$ cat src/rtl/mem_stage_sb_pkg.sv
// Shared types and helpers for the MEM stage with store buffer: pipeline payloads,
// store-buffer entry, load FSM states, byte-enable generator and load-extend unit.
package mem_stage_sb_pkg;

  localparam int XLEN = 32;
  localparam int BE_W = XLEN / 8;

  localparam logic [1:0] RESULT_ALU = 2'd0;
  localparam logic [1:0] RESULT_MEM = 2'd1;
  localparam logic [1:0] RESULT_PC4 = 2'd2;
  localparam logic [1:0] RESULT_IMM = 2'd3;

  typedef struct packed {
    logic            RegWrite;
    logic [1:0]      ResultSrc;
    logic            MemWrite;
    logic [2:0]      funct3;
    logic [XLEN-1:0] ALUResult;
    logic [XLEN-1:0] WriteData;
    logic [4:0]      Rd;
    logic [XLEN-1:0] PCPlus4;
    logic [XLEN-1:0] ImmExt;
  } exmem_t;

  typedef struct packed {
    logic            RegWrite;
    logic [1:0]      ResultSrc;
    logic [XLEN-1:0] ALUResult;
    logic [XLEN-1:0] load_data;
    logic [4:0]      Rd;
    logic [XLEN-1:0] PCPlus4;
    logic [XLEN-1:0] ImmExt;
  } memwb_t;

  typedef struct packed {
    logic [XLEN-3:0] addr;
    logic [BE_W-1:0] be;
    logic [XLEN-1:0] data;
  } sb_entry_t;

  typedef enum logic [1:0] {IDLE, REQ, WAIT, DONE} ld_state_e;

  // Byte enables for a store, and the byte mask a load needs: width from funct3[1:0].
  function automatic logic [BE_W-1:0] byte_enable(input logic [2:0] funct3,
                                                  input logic [1:0] offset);
    logic [BE_W-1:0] base;
    case (funct3[1:0])
      2'b00:   base = BE_W'(1);
      2'b01:   base = BE_W'(3);
      default: base = {BE_W{1'b1}};
    endcase
    return base << offset;
  endfunction

  function automatic logic [XLEN-1:0] load_extend(input logic [XLEN-1:0] word,
                                                  input logic [2:0]      funct3,
                                                  input logic [1:0]      offset);
    logic [XLEN-1:0] sh;
    logic [XLEN-1:0] res;
    sh = word >> {offset, 3'b000};
    case (funct3)
      3'b000:  res = {{(XLEN-8){sh[7]}}, sh[7:0]};
      3'b001:  res = {{(XLEN-16){sh[15]}}, sh[15:0]};
      3'b100:  res = {{(XLEN-8){1'b0}}, sh[7:0]};
      3'b101:  res = {{(XLEN-16){1'b0}}, sh[15:0]};
      default: res = sh;
    endcase
    return res;
  endfunction

endpackage

$ cat src/rtl/mem_stage_sb_if.sv
// Data-memory port: request/grant for reads and posted writes, one rvalid per granted read.
interface mem_stage_sb_if #(
  parameter int XLEN = 32
);
  logic              req;
  logic              we;
  logic [XLEN-3:0]   addr;
  logic [XLEN/8-1:0] be;
  logic [XLEN-1:0]   wdata;
  logic              gnt;
  logic              rvalid;
  logic [XLEN-1:0]   rdata;

  modport master (output req, we, addr, be, wdata, input gnt, rvalid, rdata);
  modport slave  (input req, we, addr, be, wdata, output gnt, rvalid, rdata);
endinterface

$ cat src/rtl/mem_stage_sb_store_buffer.sv
// Circular store buffer with a parallel address match used for load forwarding.
module store_buffer
  import mem_stage_sb_pkg::*;
#(
  parameter int SB_DEPTH = 4
) (
  input  logic            clk,
  input  logic            rst_n,
  input  logic            push,
  input  logic            pop,
  input  sb_entry_t       push_entry,
  input  logic [XLEN-3:0] lookup_addr,
  input  logic [BE_W-1:0] lookup_mask,
  output logic            full,
  output logic            empty,
  output sb_entry_t       head_entry,
  output logic            fwd_hit,
  output logic [XLEN-1:0] fwd_data,
  output logic            conflict
);

  localparam int PTR_W = $clog2(SB_DEPTH);
  localparam int CNT_W = PTR_W + 1;

  sb_entry_t        entries [SB_DEPTH];
  logic [PTR_W-1:0] head;
  logic [PTR_W-1:0] tail;
  logic [CNT_W-1:0] count;
  logic             do_push;
  logic             do_pop;
  logic             any_match;
  logic             young_cover;
  logic [PTR_W-1:0] idx;

  assign full       = (count == CNT_W'(SB_DEPTH));
  assign empty      = (count == '0);
  assign do_push    = push & ~full;
  assign do_pop     = pop & ~empty;
  assign head_entry = entries[head];

  always_ff @(posedge clk or negedge rst_n) begin
    if (!rst_n) begin
      head  <= '0;
      tail  <= '0;
      count <= '0;
    end else begin
      if (do_push) tail <= tail + PTR_W'(1);
      if (do_pop)  head <= head + PTR_W'(1);
      case ({do_push, do_pop})
        2'b10:   count <= count + CNT_W'(1);
        2'b01:   count <= count - CNT_W'(1);
        default: count <= count;
      endcase
    end
  end

  always_ff @(posedge clk) begin
    if (do_push) entries[tail] <= push_entry;
  end

  // Walk oldest to youngest so the last match seen is the youngest one.
  always_comb begin
    any_match   = 1'b0;
    young_cover = 1'b0;
    fwd_data    = '0;
    idx         = head;
    for (int i = 0; i < SB_DEPTH; i++) begin
      idx = head + PTR_W'(i);
      if ((CNT_W'(i) < count) && (entries[idx].addr == lookup_addr)) begin
        any_match   = 1'b1;
        young_cover = ((entries[idx].be & lookup_mask) == lookup_mask);
        fwd_data    = entries[idx].data;
      end
    end
    fwd_hit  = any_match & young_cover;
    conflict = any_match & ~young_cover;
  end

endmodule

$ cat src/rtl/mem_stage_sb.sv
// Pipeline MEM stage: stores retire into a store buffer that drains in the background;
// loads forward from the buffer or run a request/grant/rvalid read while stalling.
module mem_stage_sb #(
  parameter int SB_DEPTH = 4,
  parameter int XLEN     = 32
) (
  input  logic                     clk,
  input  logic                     rst_n,
  input  logic                     in_valid,
  input  mem_stage_sb_pkg::exmem_t inputs,
  output mem_stage_sb_pkg::memwb_t outputs,
  output logic                     out_valid,
  output logic                     stall_m,
  output logic                     sb_empty,
  output logic [4:0]               RdM,
  output logic                     RegWriteM,
  output logic [XLEN-1:0]          ALUResultM,
  mem_stage_sb_if.master           mem
);
  import mem_stage_sb_pkg::*;

  ld_state_e       state;
  ld_state_e       state_nxt;
  logic            is_store;
  logic            is_load;
  logic            sb_full;
  logic            fwd_hit;
  logic            conflict;
  logic            push;
  logic            pop;
  logic            drain;
  logic            rd_req;
  logic            stall;
  logic [XLEN-1:0] fwd_data;
  logic [XLEN-1:0] rdata_q;
  logic [BE_W-1:0] ld_mask;
  sb_entry_t       push_entry;
  sb_entry_t       head_entry;

  assign is_store   = in_valid & inputs.MemWrite;
  assign is_load    = in_valid & ~inputs.MemWrite & (inputs.ResultSrc == RESULT_MEM);
  assign ld_mask    = byte_enable(inputs.funct3, inputs.ALUResult[1:0]);
  assign push_entry = '{addr: inputs.ALUResult[XLEN-1:2],
                        be:   byte_enable(inputs.funct3, inputs.ALUResult[1:0]),
                        data: inputs.WriteData};

  store_buffer #(.SB_DEPTH(SB_DEPTH)) u_sb (
    .clk         (clk),
    .rst_n       (rst_n),
    .push        (push),
    .pop         (pop),
    .push_entry  (push_entry),
    .lookup_addr (inputs.ALUResult[XLEN-1:2]),
    .lookup_mask (ld_mask),
    .full        (sb_full),
    .empty       (sb_empty),
    .head_entry  (head_entry),
    .fwd_hit     (fwd_hit),
    .fwd_data    (fwd_data),
    .conflict    (conflict)
  );

  always_ff @(posedge clk or negedge rst_n) begin
    if (!rst_n) state <= IDLE;
    else        state <= state_nxt;
  end

  always_ff @(posedge clk or negedge rst_n) begin
    if (!rst_n)                           rdata_q <= '0;
    else if (state == WAIT && mem.rvalid) rdata_q <= mem.rdata;
  end

  // A bus load beats the drain unless the buffer is full; nothing drains outside IDLE.
  always_comb begin
    state_nxt = state;
    stall     = 1'b0;
    push      = 1'b0;
    drain     = 1'b0;
    rd_req    = 1'b0;
    case (state)
      IDLE: begin
        drain = ~sb_empty;
        if (is_store) begin
          push  = ~sb_full;
          stall = sb_full;
        end else if (is_load && !fwd_hit) begin
          stall = 1'b1;
          if (!conflict && !sb_full) begin
            drain     = 1'b0;
            state_nxt = REQ;
          end
        end
      end
      REQ: begin
        stall  = 1'b1;
        rd_req = 1'b1;
        if (mem.gnt) state_nxt = WAIT;
      end
      WAIT: begin
        stall = 1'b1;
        if (mem.rvalid) state_nxt = DONE;
      end
      DONE:    state_nxt = IDLE;
      default: state_nxt = IDLE;
    endcase
  end

  assign pop       = drain & mem.gnt;
  assign mem.req   = drain | rd_req;
  assign mem.we    = drain;
  assign mem.addr  = rd_req ? inputs.ALUResult[XLEN-1:2] : head_entry.addr;
  assign mem.be    = rd_req ? {BE_W{1'b1}} : head_entry.be;
  assign mem.wdata = head_entry.data;

  assign stall_m    = stall;
  assign out_valid  = in_valid & ~stall;
  assign RdM        = inputs.Rd;
  assign RegWriteM  = inputs.RegWrite;
  assign ALUResultM = inputs.ALUResult;

  assign outputs = '{RegWrite:  inputs.RegWrite,
                     ResultSrc: inputs.ResultSrc,
                     ALUResult: inputs.ALUResult,
                     load_data: load_extend((state == DONE) ? rdata_q : fwd_data,
                                            inputs.funct3, inputs.ALUResult[1:0]),
                     Rd:        inputs.Rd,
                     PCPlus4:   inputs.PCPlus4,
                     ImmExt:    inputs.ImmExt};

endmodule

$ cat src/flat_wrapper.sv
// flat-port wrapper written by rule: the top's interface ports become plain ports
module mem_stage_sb_flat import mem_stage_sb_pkg::*;
#(
  parameter int SB_DEPTH = 4,
  parameter int XLEN     = 32
)
  (clk, rst_n, in_valid, inputs, outputs, out_valid, stall_m, sb_empty, RdM, RegWriteM, ALUResultM, mem_req, mem_we, mem_addr, mem_be, mem_wdata, mem_gnt, mem_rvalid, mem_rdata);
  mem_stage_sb_if #(.XLEN(XLEN)) mem_i ();
  input  logic clk;
  input  logic rst_n;
  input  logic in_valid;
  input  mem_stage_sb_pkg::exmem_t inputs;
  output mem_stage_sb_pkg::memwb_t outputs;
  output logic out_valid;
  output logic stall_m;
  output logic sb_empty;
  output logic [4:0] RdM;
  output logic RegWriteM;
  output logic [XLEN-1:0] ALUResultM;
  output wire logic [$bits(mem_i.req)-1:0] mem_req;
  output wire logic [$bits(mem_i.we)-1:0] mem_we;
  output wire logic [$bits(mem_i.addr)-1:0] mem_addr;
  output wire logic [$bits(mem_i.be)-1:0] mem_be;
  output wire logic [$bits(mem_i.wdata)-1:0] mem_wdata;
  input wire logic [$bits(mem_i.gnt)-1:0] mem_gnt;
  input wire logic [$bits(mem_i.rvalid)-1:0] mem_rvalid;
  input wire logic [$bits(mem_i.rdata)-1:0] mem_rdata;
  assign mem_req = mem_i.req;
  assign mem_we = mem_i.we;
  assign mem_addr = mem_i.addr;
  assign mem_be = mem_i.be;
  assign mem_wdata = mem_i.wdata;
  assign mem_i.gnt = mem_gnt;
  assign mem_i.rvalid = mem_rvalid;
  assign mem_i.rdata = mem_rdata;
  mem_stage_sb #(.SB_DEPTH(SB_DEPTH), .XLEN(XLEN)) u_core (.clk(clk), .rst_n(rst_n), .in_valid(in_valid), .inputs(inputs), .outputs(outputs), .out_valid(out_valid), .stall_m(stall_m), .sb_empty(sb_empty), .RdM(RdM), .RegWriteM(RegWriteM), .ALUResultM(ALUResultM), .mem(mem_i));
endmodule
$ cat config.mk
export PLATFORM = sky130hd
export DESIGN_NAME = mem_stage_sb_flat
export DESIGN_NICKNAME = d
export VERILOG_FILES = /design/src/rtl/mem_stage_sb_pkg.sv /design/src/rtl/mem_stage_sb_if.sv /design/src/rtl/mem_stage_sb_store_buffer.sv /design/src/rtl/mem_stage_sb.sv /design/src/flat_wrapper.sv
export SDC_FILE = /design/constraint.sdc
export NUM_CORES = 1
export LEC_CHECK = 0
export BUFFER_PORTS_ARGS = -buffer_cell sky130_fd_sc_hd__buf_2
export CAP_MARGIN = 0
export CORE_UTILIZATION = 41
export DETAILED_ROUTE_END_ITERATION = 7
export GPL_TIMING_DRIVEN = 0
export SKIP_LAST_GASP = 1
export SYNTH_ARGS = -nofsm -noshare
export SYNTH_HDL_FRONTEND = slang
export SYNTH_SLANG_ARGS = --single-unit
$ cat constraint.sdc
create_clock -name clk -period 4.9 [get_ports clk]
set_clock_uncertainty 0.1 [all_clocks]
set_input_delay 0.245 -clock clk [delete_from_list [all_inputs] [get_ports clk]]
set_output_delay 0.245 -clock clk [all_outputs]
set_load 0.1 [all_outputs]
==> impl_results.md, run 1 <==
- Setup Viol. Count Final: 34
- GRT Residual Overflow: 0
- CTS tree: done
- Detailed Routing Iterations Pass 1: 7
- Main flop type after synthesis: edfxtp_1
- Minimum clock period after layout: 5.35 ns
- Sequential share of the synthesized area: 0.403
- Chip height: 235 um
- DRT iter0 DRCs: 2097
- Diode count: 0
- Mapped Cells: 1958
- Worst hold path depth: 5
- Vias in the first global route: 19849
- Max Slew Vio Count: 0
- Max IR drop VDD: 558 uV
- Synth cell types: 103
- Worst path top cell family by delay: buffers and inverters
- Violated checks: setup timing
- Mapped cell area: 0.0222 mm2
- WP data required: 4.55 ns
- DRC violations left: 0
- Leakage power: 12.1 nW
- Synth area leaders: edfxtp_1 (36%), mux4_2 (9.7%), mux2i_1 (7.7%)
- Vias: 20272
- Die X: 235 um
- FP Rows: 84
- Maxcap violations: 0
- Crit path cell chain: buf_12 > buf_12 > buf_12 > mux2i_2 > o22ai_1 > or4_1 > a21oi_4 > and3_1 > buf_6 > buf_12 > buf_6 > nand3_1 > a22oi_2 > nor2_2 > a32oi_1 > o211ai_1 > buf_6
- Via density: 6.19
- Synth area leader: edfxtp_1
- Setup WS post-layout: -0.454 ns
- Area grow syn2layout: 40.2%
- IO buf count: 349
- Num CTS Buffers: 38
- All-Layer GR Usage: 0.359
- Final GP Congestion: 0.980
- Max stage delay cell, worst path: or4_1
- WS Path Type: flop to primary output
- Worst R2R Setup Slack: 0.32 ns
- Total Die Area: 0.0551 mm2
- Starting density of the core: 0.418
- Clk_lat worst skew: 0.57 ns
- # H-tree levels: 2
- Post-synth ARST share: 0.134
- Max Freq: 187 MHz
- RSZ-0062 raised after global routing: yes
- Cell with the most instances after synthesis: edfxtp_1
- Synthesized Nets: 2147
- Seq cells post-synth: 305
- Synthesized area per cell: 11.3 um2
- # fillers: 4337
- Post-synth top cells: edfxtp_1 (264), mux2i_1 (171), nand2_1 (159)
- Arrival @ worst endpoint: 5.01 ns
- Most Frequent Cell on Critical Path: buf_12
- Largest net degree at the start of global routing: 49
- Final #Nets: 2748
- Core area: 0.0531 mm2
- Final Core Density: 0.587
- R2R depth: 20
- Rel. slew slack: 0.213
- Worst-path maximum fanout: 10
- Num ports: 422
- Clk pin slew, worst setup/hold paths: 0.06 ns
- Clock tree buffer depth: 3
- Final hold vios: 0
- CP endpoint kind: primary output
- Bufs and invs on worst path: 7
- Worst Setup Start Kind: flop
- Worst-Margin Slew: 1.18 ns
- Hold Path Class: input port to flop
- Final wirelength: 102000 um
- Setup_tns: -11.88 ns
- Status: complete, but fails checks
- Share of cells above drive strength 1: 0.478
- Max stage delay on crit path: 0.58 ns
- DP HPWL: 73600 um
- Initial antenna violation count: 4
- First-pass GRT wire length: 143000 um
- Period Utilization, post-route: 1.09
- Drt wl/cell: 31.1 um
- Syn. warnings: 0
- # clock sinks: 305
- PwrDens: 680 mW/mm2
- Critical path depth: 17
- Post-synth top area share: 0.357
- Clock Tree Root: clkbuf_16
- DRT antenna net count: 0
- EDFF count, synth: 264
==> report_power, final <==
| part | internal [mW] | switching (mW) |
|---|---|---|
| Combinational | 4.89 | 10.0 |
| Clock | 1.66 | 1.21 |
| Sequential | 3.15 | 0.261 |
| Total | 9.70 | 11.5 |
==> state kept, by name, indices dropped and copies added (netlist names) <==
signal               cells
u_core.u_sb.tail         2
u_core.u_sb.head         2
u_core.u_sb.count        3
u_core.u_sb.entries    264
u_core.rdata_q          32
u_core.state             2
==> final cells by class <==
type                       count  area (um2)  area share
clock buffer                  46        1020      0.0328
timing repair buffer         562        4370       0.140
buffer                       289        2440      0.0784
sequential                   305        8950       0.288
multi-input combinational   1330       13200       0.422
tap                          688         861      0.0276
inverter                      33         126     0.00406
clock inverter                23         220     0.00707
==> worst min-delay path: cells and delay by family <==
family                 cells  cell delay, ns
AO/OA/AOI/OAI              3            0.26
buffers and inverters      1            0.10
AND/OR/NAND/NOR            1            0.07
==> path summary, 6_finish.rpt <==
| path | from | to |
|---|---|---|
| max in group asynchronous | rst_n | u_core.u_sb.head[1]$_DFFE_PN0P_ |
| min in group asynchronous | rst_n | u_core.rdata_q[11]$_DFFE_PN0P_ |
| worst min-delay path | mem_rvalid | u_core.state[1]$_DFFE_PN0P_ |
| worst max register to register | u_core.u_sb.head[1]$_DFFE_PN0P_ | u_core.u_sb.count[2]$_DFFE_PN0P_ |
| worst max-delay path | u_core.u_sb.head[1]$_DFFE_PN0P_ | outputs[83] |
| worst min register to register | u_core.rdata_q[15]$_DFFE_PN0P_ | u_core.rdata_q[15]$_DFFE_PN0P_ |
==> timing repair <==
action,4_1_cts,5_1_grt
setup buffers,76,33
endpoints found under the hold margin,322,0
resized for setup,461,87
hold buffers,96,0
gates cloned,2,2
endpoints found under the setup margin,59,43
pin swaps,77,49
==> cells in the final DEF (no fill, tap or decap), drive strengths merged, types with 34 or more instances in the layout <==
cell,instances
mux2i,173
nand2,160
a21oi,75
dlygate4sd3,96
xnor2,91
mux4,96
clkbuf,99
buf,701
o21ai,91
dfrtp,41
nor2,100
edfxtp,264
mux2,100
inv,34
==> metrics by stage <==
step | area [um2] | std cells | total power, mW | setup WS, ns | hold slack (ns)
after detailed placement | 25300 | 3000 | 16.1 | -1.67 | 0.364
after global routing | 31100 | 3276 | 21.6 | -0.484 | 0.0769
after CTS | 30500 | 3242 | 20.7 | -0.393 | 0.0453
after floorplan | 22600 | 1958 | 12.7 | -0.112 | -0.151
after global placement | 25200 | 2995 | 16.1 | -2.04 | 0.357
final | 31100 | 3276 | 21.2 | -0.454 | 0.0548
==> routing by layer <==
| layer | global-route usage | share of wire | wire [um] | vias to the layer above |
|---|---|---|---|---|
| li1 | - | - | - | 8560 |
| met1 | 0.444 | 0.38 | 38800 | 10160 |
| met2 | 0.618 | 0.48 | 49100 | 1268 |
| met3 | 0.0597 | 0.084 | 8550 | 280 |
| met4 | 0.158 | 0.052 | 5270 | 4 |
| met5 | 0 | 0.00022 | 22 | - |
==> cell families after synthesis <==
family	share of synthesized area
DFF	0.403
and+or+nand+nor	0.101
xor gates and xnor gates	0.0442
muxes	0.226
adders and majority gates	0.00676
buffers and inverters	0.0927
AOI/OAI and AO/OA	0.126
No activity file was read; power rests on OpenSTA's default activity.
==> run 2: changes to the inputs <==
Settings changed: CAP_MARGIN 0 to 20, HOLD_SLACK_MARGIN set to 0.12.
==> impl_results.md, run 2 (same netlist as run 1, synthesis figures left out) <==
- Status: complete, but fails checks
- Violated checks: setup timing
- First-pass GRT wire length: 146000 um
- Max reg flops: 264
- Worst r2r src: u_core.u_sb.head[1]$_DFFE_PN0P_
- Gate power share: 0.717
- Commonest non-fill, non-tap cells in the layout: buf_2 (319), buf_4 (280), edfxtp_1 (264)
- FP Rows: 84
- Commonest non-fill, non-tap cell in the layout: buf_2
- Clk pin slew, worst setup/hold paths: 0.07 ns
- DRC violations left: 0
- Design area: 0.0323 mm2
- WP data required: 4.55 ns
- Clock tree buffer depth: 3
- Setup crit start: u_core.u_sb.head[1]$_DFFE_PN0P_
- Hold Path Class: input port to async pin
- Rel. slew slack: 0.226
- Max Slew Vio Count: 0
- Largest net degree at the start of global routing: 49
- Arrival @ worst endpoint: 5.01 ns
- Leakage power: 12.6 nW
- Final hold vios: 0
- Biggest regs: u_core.u_sb.entries: 264 flops, u_core.rdata_q: 32 flops, u_core.u_sb.count: 3 flops
- Biggest register: u_core.u_sb.entries
- Max stage delay on crit path: 0.57 ns
- Drt wl/cell: 31.3 um
- Clock share of power: 0.128
- Final #Nets: 2800
- Max stage delay cell, worst path: or4b_4
- Setup Viol. Count Final: 34
- # fillers: 4137
- CTS tree: done
- Worst-Margin Slew: 1.16 ns
- Share of cells above drive strength 1: 0.502
- Clk_lat worst skew: 0.57 ns
- Detailed Routing Iterations Pass 1: 6
- Setup WS post-layout: -0.455 ns
- # clock sinks: 305
- Vias: 20771
- R2R depth: 18
- Starting density of the core: 0.418
- RSZ-0062 raised after global routing: yes
- Final Core Density: 0.609
- Bufs and invs on worst path: 6
- Via density: 6.24
- WS Path Type: flop to primary output
- Int Power: 10.3 mW
- GRT Residual Overflow: 0
- Worst Setup Start Kind: flop
- Die X: 235 um
- R2R Path End: u_core.u_sb.count[2]$_DFFE_PN0P_
- Worst R2R Setup Slack: 0.43 ns
- Area grow syn2layout: 45.6%
- All-Layer GR Usage: 0.366
- Final cell count without fillers: 3330
- Core area: 0.0531 mm2
- Minimum clock period after layout: 5.35 ns
- Num CTS Buffers: 37
- Total Die Area: 0.0551 mm2
- Final wirelength: 104000 um
- Crit path cell chain: buf_12 > bufbuf_16 > mux2i_2 > a22o_1 > or4b_4 > a2111oi_4 > buf_2 > and4_4 > buf_4 > buf_12 > o211ai_1 > o21ai_1 > o22a_1 > o211ai_1 > a21o_1 > o211ai_1 > buf_6
- Placed cells: 3003
- # H-tree levels: 2
- Flop pwr share: 0.155
- Most Frequent Cell on Critical Path: o211ai_1
- PwrDens: 682 mW/mm2
- Worst-path maximum fanout: 7
- DP HPWL: 73600 um
- Period Utilization, post-route: 1.09
- Sw frac: 0.535
- Clock Tree Root: clkbuf_16
- Num ports: 422
- Maxcap violations: 0
- Initial antenna violation count: 3
- Max IR drop VDD: 686 uV
- DRT iter0 DRCs: 2162
- Switch Pwr: 11.8 mW
- Vias in the first global route: 20295
- Final GP Congestion: 0.980
- Placed instance area: 0.0253 mm2
- Max Freq: 187 MHz
- Worst path top cell family by delay: compound AO/OA/AOI/OAI gates
- DRT antenna net count: 0
- IO buf count: 349
- CP endpoint kind: primary output
- Chip height: 235 um
==> run 2: worst register-to-register path, delay by kind of cell (launching register included) <==
kind	cells	cell delay, ns
xor gates and xnor gates	1	0.14
muxes	2	0.36
buffers and inverters	5	0.89
and+or+nand+nor	6	1.36
DFF	1	0.44
AOI/OAI and AO/OA	3	0.79
adders and majority gates	1	0.24
==> run 2: power groups by stage <==
stage	clock, mW	sequential, mW	combinational [mW]
floorplan	0	3.33	9.41
global placement	0	3.45	12.6
detailed placement	0	3.43	12.7
CTS	2.84	3.39	15.0
global route	2.94	3.44	16.1
finish	2.82	3.42	15.8
==> run 2: routing by layer <==
metal,wire [um],track usage,vias to the layer above
met1,39700,0.449,10408
met3,8270,0.0631,308
met2,50100,0.618,1378
met5,26,0,-
li1,-,-,8673
met4,6250,0.188,4
==> run 2: timing repair <==
action                                  CTS  global route
gates resized for setup                 521           122
setup buffers                           100            53
endpoints found under the setup margin   59            45
gates cloned                              7             3
pin swaps                                80            86
hold buffers                             99             0
hold endpoints to repair                327             0
==> run 2: cell type report <==
cell class,count,area [um2],area share
Clock inverter,23,199,0.00615
Multi-Input combinational cell,1330,13500,0.419
Inverter,33,129,0.00399
Tap cell,688,861,0.0266
Clock buffer,45,1020,0.0315
Buffer,288,2510,0.0775
Antenna cell,2,5.00,0.000155
Sequential cell,305,8950,0.277
Timing Repair Buffer,616,5130,0.159
==> run 2: how the worst max path moves through the flow <==
stage | end | slack [ns] | cells past startpoint
floorplan | outputs[88] | -0.11 | 14
global placement | outputs[81] | -2.04 | 17
detailed placement | outputs[81] | -1.44 | 18
CTS | outputs[82] | -0.35 | 20
global route | outputs[81] | -0.54 | 19
finish | outputs[82] | -0.45 | 17
==> run 2: through the flow <==
step / power, mW / hold slack [ns] / setup TNS, ns / setup slack (ns)
after floorplan: 12.7 / -0.151 / -0.279 / -0.112
after global placement: 16.1 / 0.357 / -132.30 / -2.04
after detailed placement: 16.1 / 0.366 / -45.53 / -1.44
after CTS: 21.2 / 0.135 / -8.71 / -0.347
after global routing: 22.5 / 0.168 / -13.99 / -0.545
final: 22.0 / 0.137 / -11.14 / -0.455
==> run 3: changes to the inputs <==
Settings changed: PLACE_DENSITY set to 0.62.
Clock period 4.9 ns to 5 ns, I/O delays scaled along.
==> impl_results.md, run 3 (same netlist as run 1, synthesis figures left out) <==
- Status: complete, but fails checks
- Violated checks: setup timing
- Max stage delay on crit path: 0.46 ns
- Starting density of the core: 0.418
- Largest net degree at the start of global routing: 47
- RSZ-0062 raised after global routing: yes
- Num ports: 422
- Maxcap violations: 0
- Final cell count without fillers: 3302
- Final Core Density: 0.589
- Arrival @ worst endpoint: 4.99 ns
- Final GP Congestion: 0.968
- Max reg flops: 264
- DRC violations left: 0
- Commonest non-fill, non-tap cell in the layout: buf_2
- Clock Tree Root: clkbuf_16
- Chip height: 235 um
- Drt wl/cell: 31.4 um
- Max stage delay cell, worst path: nand3b_1
- Via density: 6.22
- Final wirelength: 104000 um
- Max Freq: 187 MHz
- Worst path top cell family by delay: buffers and inverters
- Placed cells: 3001
- DRT iter0 DRCs: 2220
- # H-tree levels: 2
- Initial antenna violation count: 6
- All-Layer GR Usage: 0.363
- Share of cells above drive strength 1: 0.477
- Clk pin slew, worst setup/hold paths: 0.06 ns
- Period Utilization, post-route: 1.07
- Core area: 0.0531 mm2
- First-pass GRT wire length: 144000 um
- Clock tree buffer depth: 3
- Clk_lat worst skew: 0.58 ns
- Minimum clock period after layout: 5.34 ns
- Hold Path Class: input port to async pin
- PwrDens: 670 mW/mm2
- Biggest regs: u_core.u_sb.entries: 264 flops, u_core.rdata_q: 32 flops, u_core.u_sb.count: 3 flops
- Most Frequent Cell on Critical Path: buf_6
- Final #Nets: 2768
- Total Die Area: 0.0551 mm2
- Multi-input logic area: 0.0131 mm2
- Max IR drop VDD: 571 uV
- Rel. slew slack: 0.256
- Commonest non-fill, non-tap cells in the layout: buf_2 (321), buf_4 (271), edfxtp_1 (264)
- Setup Viol. Count Final: 33
- Biggest register: u_core.u_sb.entries
- CTS tree: done
- Worst-Margin Slew: 1.12 ns
- Crit path cell chain: buf_12 > buf_12 > buf_16 > buf_6 > buf_4 > buf_4 > buf_6 > buf_6 > buf_6 > buf_6 > buf_4 > a21oi_1 > o22ai_1 > o21ai_1 > o311ai_4 > nand3b_1 > a211oi_4 > nor2b_1 > buf_6
- Detailed Routing Iterations Pass 1: 8
- DP HPWL: 75300 um
- WS Path Type: flop to primary output
- Vias: 20524
- Final hold vios: 0
- Area grow syn2layout: 40.7%
- DRT antenna net count: 0
- IO buf count: 349
- Worst-path maximum fanout: 10
- # clock sinks: 305
- Setup WS pre-CTS: -1.29 ns
- Max Slew Vio Count: 0
- Bufs and invs on worst path: 12
- FP Rows: 84
- Vias in the first global route: 19764
- GRT Residual Overflow: 0
- Register area: 0.00895 mm2
- Num CTS Buffers: 41
- WP data required: 4.65 ns
- Worst Setup Start Kind: flop
- # fillers: 4332
- WHS: 0.105 ns
- CP endpoint kind: primary output
- Setup WS post-layout: -0.345 ns
- Leakage power: 12.2 nW
- Design area: 0.0313 mm2
- Placed instance area: 0.0252 mm2
- Die X: 235 um
## run 3: report_power, final
group	switching, mW	internal [mW]	total, mW
Combinational	9.84	4.85	14.7
Sequential	0.278	3.09	3.37
Clock	1.19	1.69	2.87
## run 3: path summary, 6_finish.rpt
kind                                                 start                              endpoint  slack [ns]  cells after the start
max                        u_core.u_sb.head[0]$_DFFE_PN0P_                             out_valid       -0.34                     19
min                                                  rst_n        u_core.rdata_q[11]$_DFFE_PN0P_        0.10                      2
max reg2reg                u_core.u_sb.head[1]$_DFFE_PN0P_      u_core.u_sb.count[2]$_DFFE_PN0P_        0.50                     18
min reg2reg                 u_core.rdata_q[15]$_DFFE_PN0P_        u_core.rdata_q[15]$_DFFE_PN0P_        0.40                      1
max in group asynchronous                            rst_n       u_core.u_sb.head[1]$_DFFE_PN0P_        4.13                      3
min in group clk                               inputs[134]  u_core.u_sb.entries[3][35]$_DFFE_PP_        0.19                      3
## run 3: what timing repair did
| action | in CTS | in global routing |
|---|---|---|
| setup endpoints to repair | 59 | 46 |
| resized for setup | 381 | 188 |
| buffers inserted | 68 | 52 |
| cloned | 1 | 2 |
| endpoints found under the hold margin | 327 | 0 |
| pin swaps | 46 | 49 |
| hold buffers | 99 | 0 |
## run 3: worst reg2reg max path, cell delays in order (launching register included)
cell and delay, ns:
dfrtp_2 0.43, buf_12 0.16, buf_16 0.19, buf_16 0.17, buf_4 0.14, mux2i_1 0.12
xnor2_1 0.57, or2_2 0.23, a2bb2oi_2 0.18, clkbuf_8 0.18, or2_0 0.10, buf_4 0.15
buf_6 0.20, nand3_1 0.28, o31a_1 0.36, and2_1 0.21, ha_1 0.34, nor2_1 0.16
xor2_1 0.15
## run 3: metrics by stage
| step | total power, mW | setup TNS [ns] |
|---|---|---|
| 2_1_floorplan | 12.4 | -0.337 |
| 3_3_place_gp | 15.7 | -130.60 |
| 3_5_place_dp | 15.7 | -46.58 |
| 4_1_cts | 19.9 | -6.02 |
| 5_1_grt | 21.4 | -10.63 |
| 6_report | 20.9 | -7.99 |
## run 3: area by class of cell
cell class	instances	share of cell area
diodes	2	0.000160
plain buffers	290	0.0788
clock buffers	61	0.0376
clock inverters	15	0.00396
inverters	33	0.00408
multi-input cells	1330	0.419
flip-flops and latches	305	0.287
well taps	688	0.0275
repair buffers	578	0.142
## run 3: per-layer routing
| layer | track usage | share of wire | vias to the layer above |
|---|---|---|---|
| met3 | 0.0690 | 0.082 | 307 |
| met2 | 0.597 | 0.47 | 1343 |
| met5 | 0 | 0.00033 | - |
| met1 | 0.455 | 0.38 | 10257 |
| met4 | 0.191 | 0.063 | 6 |
| li1 | - | - | 8611 |
